===== config.mk =====
export PLATFORM = sky130hd
export DESIGN_NAME = mandel_view_ctrl
export DESIGN_NICKNAME = d
export VERILOG_FILES = /design/src/rtl/mandel_view_ctrl.sv
export SDC_FILE = /design/constraint.sdc
export NUM_CORES = 1
export LEC_CHECK = 0
export ABC_AREA = 1
export CORE_ASPECT_RATIO = 1.75
export CORE_UTILIZATION = 30
export DETAILED_ROUTE_END_ITERATION = 8
export GPL_ROUTABILITY_DRIVEN = 0
export PLACE_DENSITY_LB_ADDON = 0.12
export SYNTH_ARGS = -nofsm -noshare
export SYNTH_HDL_FRONTEND = slang
export SYNTH_SLANG_ARGS = --single-unit
export TNS_END_PERCENT = 20

===== constraint.sdc =====
create_clock -name clk -period 8.9 [get_ports clk]
set_input_delay 1.335 -clock clk [delete_from_list [all_inputs] [get_ports clk]]
set_output_delay 1.335 -clock clk [all_outputs]
set_load 0.01 [all_outputs]

===== src/rtl/mandel_view_ctrl.sv =====
`default_nettype none
// ============================================================================
// Module   : mandel_view_ctrl
// Purpose  : View controller ahead of the Mandelbrot render engine. Holds the
//            view centre (cx, cy) and per-pixel step in signed fixed point.
//            Turns zoom/pan button edges into x_start/y_start/step plus a
//            one-cycle start pulse. At most one merged request is held while
//            a render is in flight.
// Ports    : clk, rst_n (async, active low)
//            zoom_in, zoom_out, pan_left, pan_right, pan_up, pan_down
//              - level request inputs, acted on at their rising edge
//            render_busy - engine activity (monitor only)
//            render_done - engine completion pulse
//            start       - one-cycle render start pulse
//            x_start, y_start, step - view handed to the engine
//            busy        - high from start until render_done
// Options  : MANDEL_AUTOZOOM_EN - when defined, an idle controller with no
//            pending request keeps zooming in until step reaches STEP_MIN.
// Revision : 1.0 - initial release
// ============================================================================
module mandel_view_ctrl #(
  parameter int FB_WIDTH  = 320,
  parameter int FB_HEIGHT = 180,
  parameter int FP_WIDTH  = 25,
  parameter int FP_INT    = 4,
  parameter int STEP_INIT = 'h5000,
  parameter int STEP_MIN  = 1,
  parameter int STEP_MAX  = 'h40000,
  parameter int CX_INIT   = -1572864,
  parameter int CY_INIT   = 0,
  parameter int PAN_PIX   = 16
) (
  input  logic                       clk,
  input  logic                       rst_n,
  input  logic                       zoom_in,
  input  logic                       zoom_out,
  input  logic                       pan_left,
  input  logic                       pan_right,
  input  logic                       pan_up,
  input  logic                       pan_down,
  input  logic                       render_busy,
  input  logic                       render_done,
  output logic                       start,
  output logic signed [FP_WIDTH-1:0] x_start,
  output logic signed [FP_WIDTH-1:0] y_start,
  output logic signed [FP_WIDTH-1:0] step,
  output logic                       busy
);

  // Products and sums are formed at double width, then clamped.
  localparam int PW   = 2 * FP_WIDTH;
  localparam int NREQ = 6;

  // Request bit positions
  localparam int REQ_ZI = 0;
  localparam int REQ_ZO = 1;
  localparam int REQ_L  = 2;
  localparam int REQ_R  = 3;
  localparam int REQ_U  = 4;
  localparam int REQ_D  = 5;

  localparam logic [2:0] S_BOOT   = 3'd0;
  localparam logic [2:0] S_IDLE   = 3'd1;
  localparam logic [2:0] S_CALC   = 3'd2;
  localparam logic [2:0] S_LAUNCH = 3'd3;
  localparam logic [2:0] S_WAIT   = 3'd4;

  localparam logic signed [FP_WIDTH-1:0] C_STEP_INIT = FP_WIDTH'(STEP_INIT);
  localparam logic signed [FP_WIDTH-1:0] C_STEP_MIN  = FP_WIDTH'(STEP_MIN);
  localparam logic signed [FP_WIDTH-1:0] C_STEP_MAX  = FP_WIDTH'(STEP_MAX);
  localparam logic signed [FP_WIDTH-1:0] C_CX_INIT   = FP_WIDTH'(CX_INIT);
  localparam logic signed [FP_WIDTH-1:0] C_CY_INIT   = FP_WIDTH'(CY_INIT);

  localparam logic signed [PW-1:0] C_SAT_HI   = PW'((64'sd1 <<< (FP_WIDTH - 1)) - 64'sd1);
  localparam logic signed [PW-1:0] C_SAT_LO   = PW'(-(64'sd1 <<< (FP_WIDTH - 1)));
  localparam logic signed [PW-1:0] C_HALF_W   = PW'(FB_WIDTH / 2);
  localparam logic signed [PW-1:0] C_HALF_H   = PW'(FB_HEIGHT / 2);
  localparam logic signed [PW-1:0] C_PAN      = PW'(PAN_PIX);
  localparam logic signed [PW-1:0] C_STEP_MXW = PW'(STEP_MAX);

  // Clamp a double-width value into the signed FP_WIDTH range.
  function automatic logic signed [FP_WIDTH-1:0] f_sat(input logic signed [PW-1:0] v);
    if (v > C_SAT_HI) begin
      f_sat = C_SAT_HI[FP_WIDTH-1:0];
    end else if (v < C_SAT_LO) begin
      f_sat = C_SAT_LO[FP_WIDTH-1:0];
    end else begin
      f_sat = v[FP_WIDTH-1:0];
    end
  endfunction

  // --------------------------------------------------------------------------
  // Declarations
  // --------------------------------------------------------------------------
  logic [2:0]                 r_state;
  logic [2:0]                 w_state_nxt;

  logic [NREQ-1:0]            w_req_raw;
  logic [NREQ-1:0]            r_req_sync;
  logic [NREQ-1:0]            r_req_hist;
  logic [NREQ-1:0]            w_fire;
  logic [NREQ-1:0]            r_pending;
  logic [NREQ-1:0]            w_req_user;
  logic [NREQ-1:0]            w_req;

  logic signed [FP_WIDTH-1:0] r_cx;
  logic signed [FP_WIDTH-1:0] r_cy;
  logic signed [FP_WIDTH-1:0] r_step_view;

  logic signed [FP_WIDTH-1:0] w_step_half;
  logic signed [PW-1:0]       w_step_dbl;
  logic signed [FP_WIDTH-1:0] w_step_new;
  logic signed [PW-1:0]       w_pan;
  logic signed [FP_WIDTH-1:0] w_cx_new;
  logic signed [FP_WIDTH-1:0] w_cy_new;
  logic                       w_view_changed;
  logic                       w_go;

  logic signed [PW-1:0]       w_xoff;
  logic signed [PW-1:0]       w_yoff;
  logic signed [FP_WIDTH-1:0] w_x_calc;
  logic signed [FP_WIDTH-1:0] w_y_calc;

  logic                       w_load_view;
  logic                       w_calc;
  logic                       w_start_nxt;
  logic                       w_busy_nxt;

  // render_busy is informational only; FP_INT only documents the format.
  logic                       w_unused;
  assign w_unused = &{1'b0, render_busy, (FP_INT >= 0)};

  // --------------------------------------------------------------------------
  // Request edge detection and pending capture
  // --------------------------------------------------------------------------
  assign w_req_raw = {pan_down, pan_up, pan_right, pan_left, zoom_out, zoom_in};

  // History resets to all ones so buttons held through reset never fire.
  assign w_fire = r_req_sync & ~r_req_hist;

  always_ff @(posedge clk or negedge rst_n) begin
    if (!rst_n) begin
      r_req_sync <= '1;
      r_req_hist <= '1;
      r_pending  <= '0;
    end else begin
      r_req_sync <= w_req_raw;
      r_req_hist <= r_req_sync;
      // IDLE either applies or discards everything it sees, so pending
      // only accumulates while a render is being prepared or in flight.
      if (r_state == S_IDLE) begin
        r_pending <= '0;
      end else begin
        r_pending <= r_pending | w_fire;
      end
    end
  end

  // A fresh edge arriving in IDLE joins whatever is already pending.
  assign w_req_user = r_pending | w_fire;

`ifdef MANDEL_AUTOZOOM_EN
  // Nothing requested: behave as an implicit zoom_in. Once the step is
  // pinned at STEP_MIN the view stops changing and no render is launched.
  assign w_req = (w_req_user == '0) ? NREQ'(1 << REQ_ZI) : w_req_user;
`else
  assign w_req = w_req_user;
`endif

  // --------------------------------------------------------------------------
  // View update (zoom first, then pan with the new step)
  // --------------------------------------------------------------------------
  assign w_step_half = r_step_view >>> 1;
  assign w_step_dbl  = PW'(r_step_view) <<< 1;

  always_comb begin
    w_step_new = r_step_view;
    if (w_req[REQ_ZI] && !w_req[REQ_ZO]) begin
      w_step_new = (w_step_half < C_STEP_MIN) ? C_STEP_MIN : w_step_half;
    end else if (w_req[REQ_ZO] && !w_req[REQ_ZI]) begin
      w_step_new = (w_step_dbl > C_STEP_MXW) ? C_STEP_MAX : w_step_dbl[FP_WIDTH-1:0];
    end
  end

  assign w_pan = PW'(w_step_new) * C_PAN;

  always_comb begin
    w_cx_new = r_cx;
    w_cy_new = r_cy;
    if (w_req[REQ_R] && !w_req[REQ_L]) begin
      w_cx_new = f_sat(PW'(r_cx) + w_pan);
    end else if (w_req[REQ_L] && !w_req[REQ_R]) begin
      w_cx_new = f_sat(PW'(r_cx) - w_pan);
    end
    if (w_req[REQ_D] && !w_req[REQ_U]) begin
      w_cy_new = f_sat(PW'(r_cy) + w_pan);
    end else if (w_req[REQ_U] && !w_req[REQ_D]) begin
      w_cy_new = f_sat(PW'(r_cy) - w_pan);
    end
  end

  // Saturated or cancelled requests leave the view untouched: no render.
  assign w_view_changed = (w_step_new != r_step_view) ||
                          (w_cx_new != r_cx) || (w_cy_new != r_cy);
  assign w_go = (w_req != '0) && w_view_changed;

  // --------------------------------------------------------------------------
  // Corner computation
  // --------------------------------------------------------------------------
  assign w_xoff   = PW'(r_step_view) * C_HALF_W;
  assign w_yoff   = PW'(r_step_view) * C_HALF_H;
  assign w_x_calc = f_sat(PW'(r_cx) - w_xoff);
  assign w_y_calc = f_sat(PW'(r_cy) - w_yoff);

  // --------------------------------------------------------------------------
  // FSM: state register
  // --------------------------------------------------------------------------
  always_ff @(posedge clk or negedge rst_n) begin
    if (!rst_n) begin
      r_state <= S_BOOT;
    end else begin
      r_state <= w_state_nxt;
    end
  end

  // FSM: next-state logic
  always_comb begin
    w_state_nxt = r_state;
    case (r_state)
      S_BOOT:   w_state_nxt = S_CALC;
      S_IDLE:   w_state_nxt = w_go ? S_CALC : S_IDLE;
      S_CALC:   w_state_nxt = S_LAUNCH;
      S_LAUNCH: w_state_nxt = S_WAIT;
      S_WAIT:   w_state_nxt = render_done ? S_IDLE : S_WAIT;
      default:  w_state_nxt = S_BOOT;
    endcase
  end

  // FSM: output logic
  always_comb begin
    w_load_view = (r_state == S_IDLE) && w_go;
    w_calc      = (r_state == S_CALC);
    w_start_nxt = (r_state == S_LAUNCH);
    w_busy_nxt  = busy;
    if (r_state == S_LAUNCH) begin
      w_busy_nxt = 1'b1;
    end else if ((r_state == S_WAIT) && render_done) begin
      w_busy_nxt = 1'b0;
    end
  end

  // --------------------------------------------------------------------------
  // View and output registers
  // --------------------------------------------------------------------------
  always_ff @(posedge clk or negedge rst_n) begin
    if (!rst_n) begin
      r_cx        <= C_CX_INIT;
      r_cy        <= C_CY_INIT;
      r_step_view <= C_STEP_INIT;
    end else if (w_load_view) begin
      r_cx        <= w_cx_new;
      r_cy        <= w_cy_new;
      r_step_view <= w_step_new;
    end
  end

  // Engine-facing view only changes in CALC, so it is stable from LAUNCH
  // through the whole render and until the next view is computed.
  always_ff @(posedge clk or negedge rst_n) begin
    if (!rst_n) begin
      x_start <= '0;
      y_start <= '0;
      step    <= C_STEP_INIT;
    end else if (w_calc) begin
      x_start <= w_x_calc;
      y_start <= w_y_calc;
      step    <= r_step_view;
    end
  end

  always_ff @(posedge clk or negedge rst_n) begin
    if (!rst_n) begin
      start <= 1'b0;
      busy  <= 1'b0;
    end else begin
      start <= w_start_nxt;
      busy  <= w_busy_nxt;
    end
  end

endmodule
`default_nettype wire


==> impl_metrics.env, run 1 <==
export IMPL_outcome="finished with violations"
export IMPL_violations="DRC"
export IMPL_grt_ovfl_total=0
export IMPL_cts_hold_buf=0
export IMPL_htree_levels=4
export IMPL_synth_area_mux_share=0
export IMPL_arrival_ns=8.42
export IMPL_grt_pass1_vias=26100
export IMPL_core_area_sq_um=83000
export IMPL_rsz0062_at_grt="false"
export IMPL_synth_cell_type_count=51
export IMPL_critPathMaxFanout=21
export IMPL_syn_nets=4367
export IMPL_seqCellArea_sq_um=4360
export IMPL_r2r_cells=33
export IMPL_cts_tree="built"
export IMPL_period_share=0.896
export IMPL_grt_usage=0.259
export IMPL_drt_iter0_drc=1364
export IMPL_vias_per_cell=5.01
export IMPL_fin_crit_ns=7.97
export IMPL_yosys_area_share_adder=0.207
export IMPL_seq_area_frac_synth=0.173
export IMPL_r2r_end="y_start[4]$_DFFE_PN0P_"
export IMPL_fillerInstances=9486
export IMPL_numCtsBuffers=17
export IMPL_ctsLongestPathBuffers=2
export IMPL_drc=3
export IMPL_synth_flop_cell="dfrtp_1"
export IMPL_start_util=0.303
export IMPL_async_reset_ff_frac=1.00
export IMPL_slew_violations=0
export IMPL_antenna_found_initial=3
export IMPL_drtAntennaViolNets=0
export IMPL_syn_area_per_cell_sq_um=6.32
export IMPL_clock_latency_ns=0.54
export IMPL_port_buffers=85
export IMPL_holdPathEnd="r_req_hist[0]$_DFF_PN1_"
export IMPL_grt_pass1_wl_microns=160000
export IMPL_fin_setup_tns_ns=0
export IMPL_synth_area_top_cells="nand2_1, ha_1, dfrtp_1"
export IMPL_r2r_slack_ns=0.93
export IMPL_worstHoldPathType="reg2reg"
export IMPL_synth_cells=3974
export IMPL_clock_sinks=173
export IMPL_synth_edf_count=0
export IMPL_dpl_hpwl_microns=89300
export IMPL_endpoint_kind="register"
export IMPL_num_antenna_cells=0
export IMPL_fin_nets=4491
export IMPL_slowest_delay_ns=0.54
export IMPL_min_delay_path_depth=0
export IMPL_die_area_sq_um=84900
export IMPL_yosys_area_share_simple=0.313
export IMPL_finalClockSkew_ns=0.0210
export IMPL_die_h_microns=385
export IMPL_multiInputGateArea_sq_um=17900
export IMPL_setup_violations_final=0
export IMPL_firstDrtPassIters=8
export IMPL_ys_top_cells_by_count="nand2_1, inv_1, ha_1"
export IMPL_yosysTopAreaCell="nand2_1"
export IMPL_worstMarginPinSlew_ns=1.12
export IMPL_synth_top_family_by_area="simple AND/OR/NAND/NOR gates"
export IMPL_synth_xor_area_frac=0.0638
export IMPL_syn_area_sq_um=25100
export IMPL_synth_top_area_frac=0.190
export IMPL_die_w_microns=221
export IMPL_syn_to_final_growth_pct=12.9
export IMPL_cp_top_family="adder cells"
export IMPL_cts_setup_buffers=0
export IMPL_clkTransAtPathRegs_ns=0.08
export IMPL_totalWireLength_microns=108000
export IMPL_drv_cap=0
export IMPL_vias=25900
export IMPL_critical_path_class="reg2reg"
export IMPL_min_from="r_req_sync[0]$_DFF_PN1_"
export IMPL_io_pins=87
export IMPL_startpoint_type="register"
export IMPL_finalHoldViolCount=0
export IMPL_clock_tree_root_cell="clkbuf_16"
export IMPL_drive_gt1_frac=0.0552
export IMPL_timing_rr_start="r_step_view[5]$_DFFE_PN0P_"
export IMPL_yosysWarnings=0
export IMPL_ys_ff_latch=173
export IMPL_crit_path_top_delay_cell="fa_1"
export IMPL_relSlewSlack=0.252
export IMPL_grt_max_degree=84
export IMPL_path_buf_inv=3
export IMPL_wl_per_cell_microns=20.9
export IMPL_num_rows=140
export IMPL_synth_compound_area_frac=0.127
export IMPL_fmax_mhz=125
export IMPL_required_ns=9.35
export IMPL_synth_most_common_cell="nand2_1"
## flip-flops by register name, summed over array words and instances, names as in the netlist, 3 cells and up
register,flops
r_pending,6
r_state,3
r_cy,25
r_step_view,25
step,25
r_cx,25
x_start,25
y_start,25
r_req_hist,6
r_req_sync,6
## how the worst max path moves through the flow
stage / start / to / slack [ns] / cells after the start
global route: r_step_view[5]$_DFFE_PN0P_ / y_start[18]$_DFFE_PN0P_ / 0.02 / 33
floorplan: r_step_view[5]$_DFFE_PN0P_ / y_start[10]$_DFFE_PN0P_ / 2.07 / 34
global placement: r_step_view[5]$_DFFE_PN0P_ / y_start[4]$_DFFE_PN0P_ / 0.77 / 33
detailed placement: r_step_view[5]$_DFFE_PN0P_ / y_start[17]$_DFFE_PN0P_ / 0.76 / 33
CTS: r_step_view[5]$_DFFE_PN0P_ / y_start[4]$_DFFE_PN0P_ / 0.72 / 33
finish: r_step_view[5]$_DFFE_PN0P_ / y_start[4]$_DFFE_PN0P_ / 0.93 / 33
## cell usage in the layout (no fill, tap or decap), drive strengths merged, types with 6 or more instances in the layout
master,n
a21boi,17
a21o,8
a21oi,240
a31oi,37
buf,117
clkbuf,18
clkdlybuf4s50,84
clkinv,8
dfrtp,152
dfstp,21
fa,53
ha,330
inv,647
nand2,1278
nand3,248
nand4,60
nor2,281
nor3,33
nor4,7
o211ai,9
o21a,7
o21ai,214
o21bai,26
or2,6
xnor2,49
xor2,134
## worst register-to-register path: cells and delay by family (launching register included)
kind            cells  cell delay, ns
fa+ha+maj           6            2.37
simple gates       13            2.11
compound gates      9            1.88
xor+xnor            2            0.62
buf+inv             3            0.51
flops               1            0.39
## kinds of logic (layout without fill, tap and decap cells)
| group | count (synthesis) | in the layout |
|---|---|---|
| xor gates and xnor gates | 183 | 183 |
| adders and majority gates | 383 | 383 |
| DFF | 173 | 173 |
| and+or+nand+nor | 1922 | 1922 |
| buffers and inverters | 738 | 875 |
| AOI/OAI and AO/OA | 575 | 575 |
## what timing repair did
action / 4_1_cts / 5_1_grt
setup endpoints to repair: 0 / 21
resized for setup: 0 / 1
hold endpoints to repair: 0 / 0
## metal layers
metal / track usage / wire length (microns) / part of all wire
met3: 0.0327 / 3500 / 0.032
met1: 0.263 / 39800 / 0.37
met2: 0.481 / 56800 / 0.52
met4: 0.179 / 8280 / 0.076
met5: 0 / 0 / 0
## through the flow
step,util,area (sq um),hold WS (ns),worst slack (ns),std cells
after floorplan,-,25100,0.354,2.07,3974
after global placement,0.334,27800,0.355,0.766,5144
after detailed placement,0.334,27800,0.356,0.756,5144
after CTS,0.342,28400,0.367,0.716,5176
after global routing,0.342,28400,0.372,0.0214,5176
final,0.342,28400,0.367,0.929,5176
## final cells by class
cell class	instances	share of cell area
clock inverters	15	0.00595
flip-flops and latches	173	0.154
well taps	1065	0.0470
inverters	641	0.0848
clock buffers	17	0.0150
repair buffers	202	0.0642
multi-input cells	3063	0.630
Power of run 1 is not shown: default switching activity piles up to over one toggle a cycle in this logic, so the estimate is an artifact.
==> inputs of run 2 (changes only) <==
- CORE_MARGIN: not set -> 1
==> results of run 2 <==
Same layout as run 1: the final DEF is identical, and so are final timing and power.
Power of run 2 is left out for the same reason.
==> inputs of run 3 (changes only) <==
- CTS_CLUSTER_DIAMETER: not set -> 60
==> results of run 3 <==
Same layout as run 1: the final DEF is identical, and so are final timing and power.
Power of run 3 is left out for the same reason.
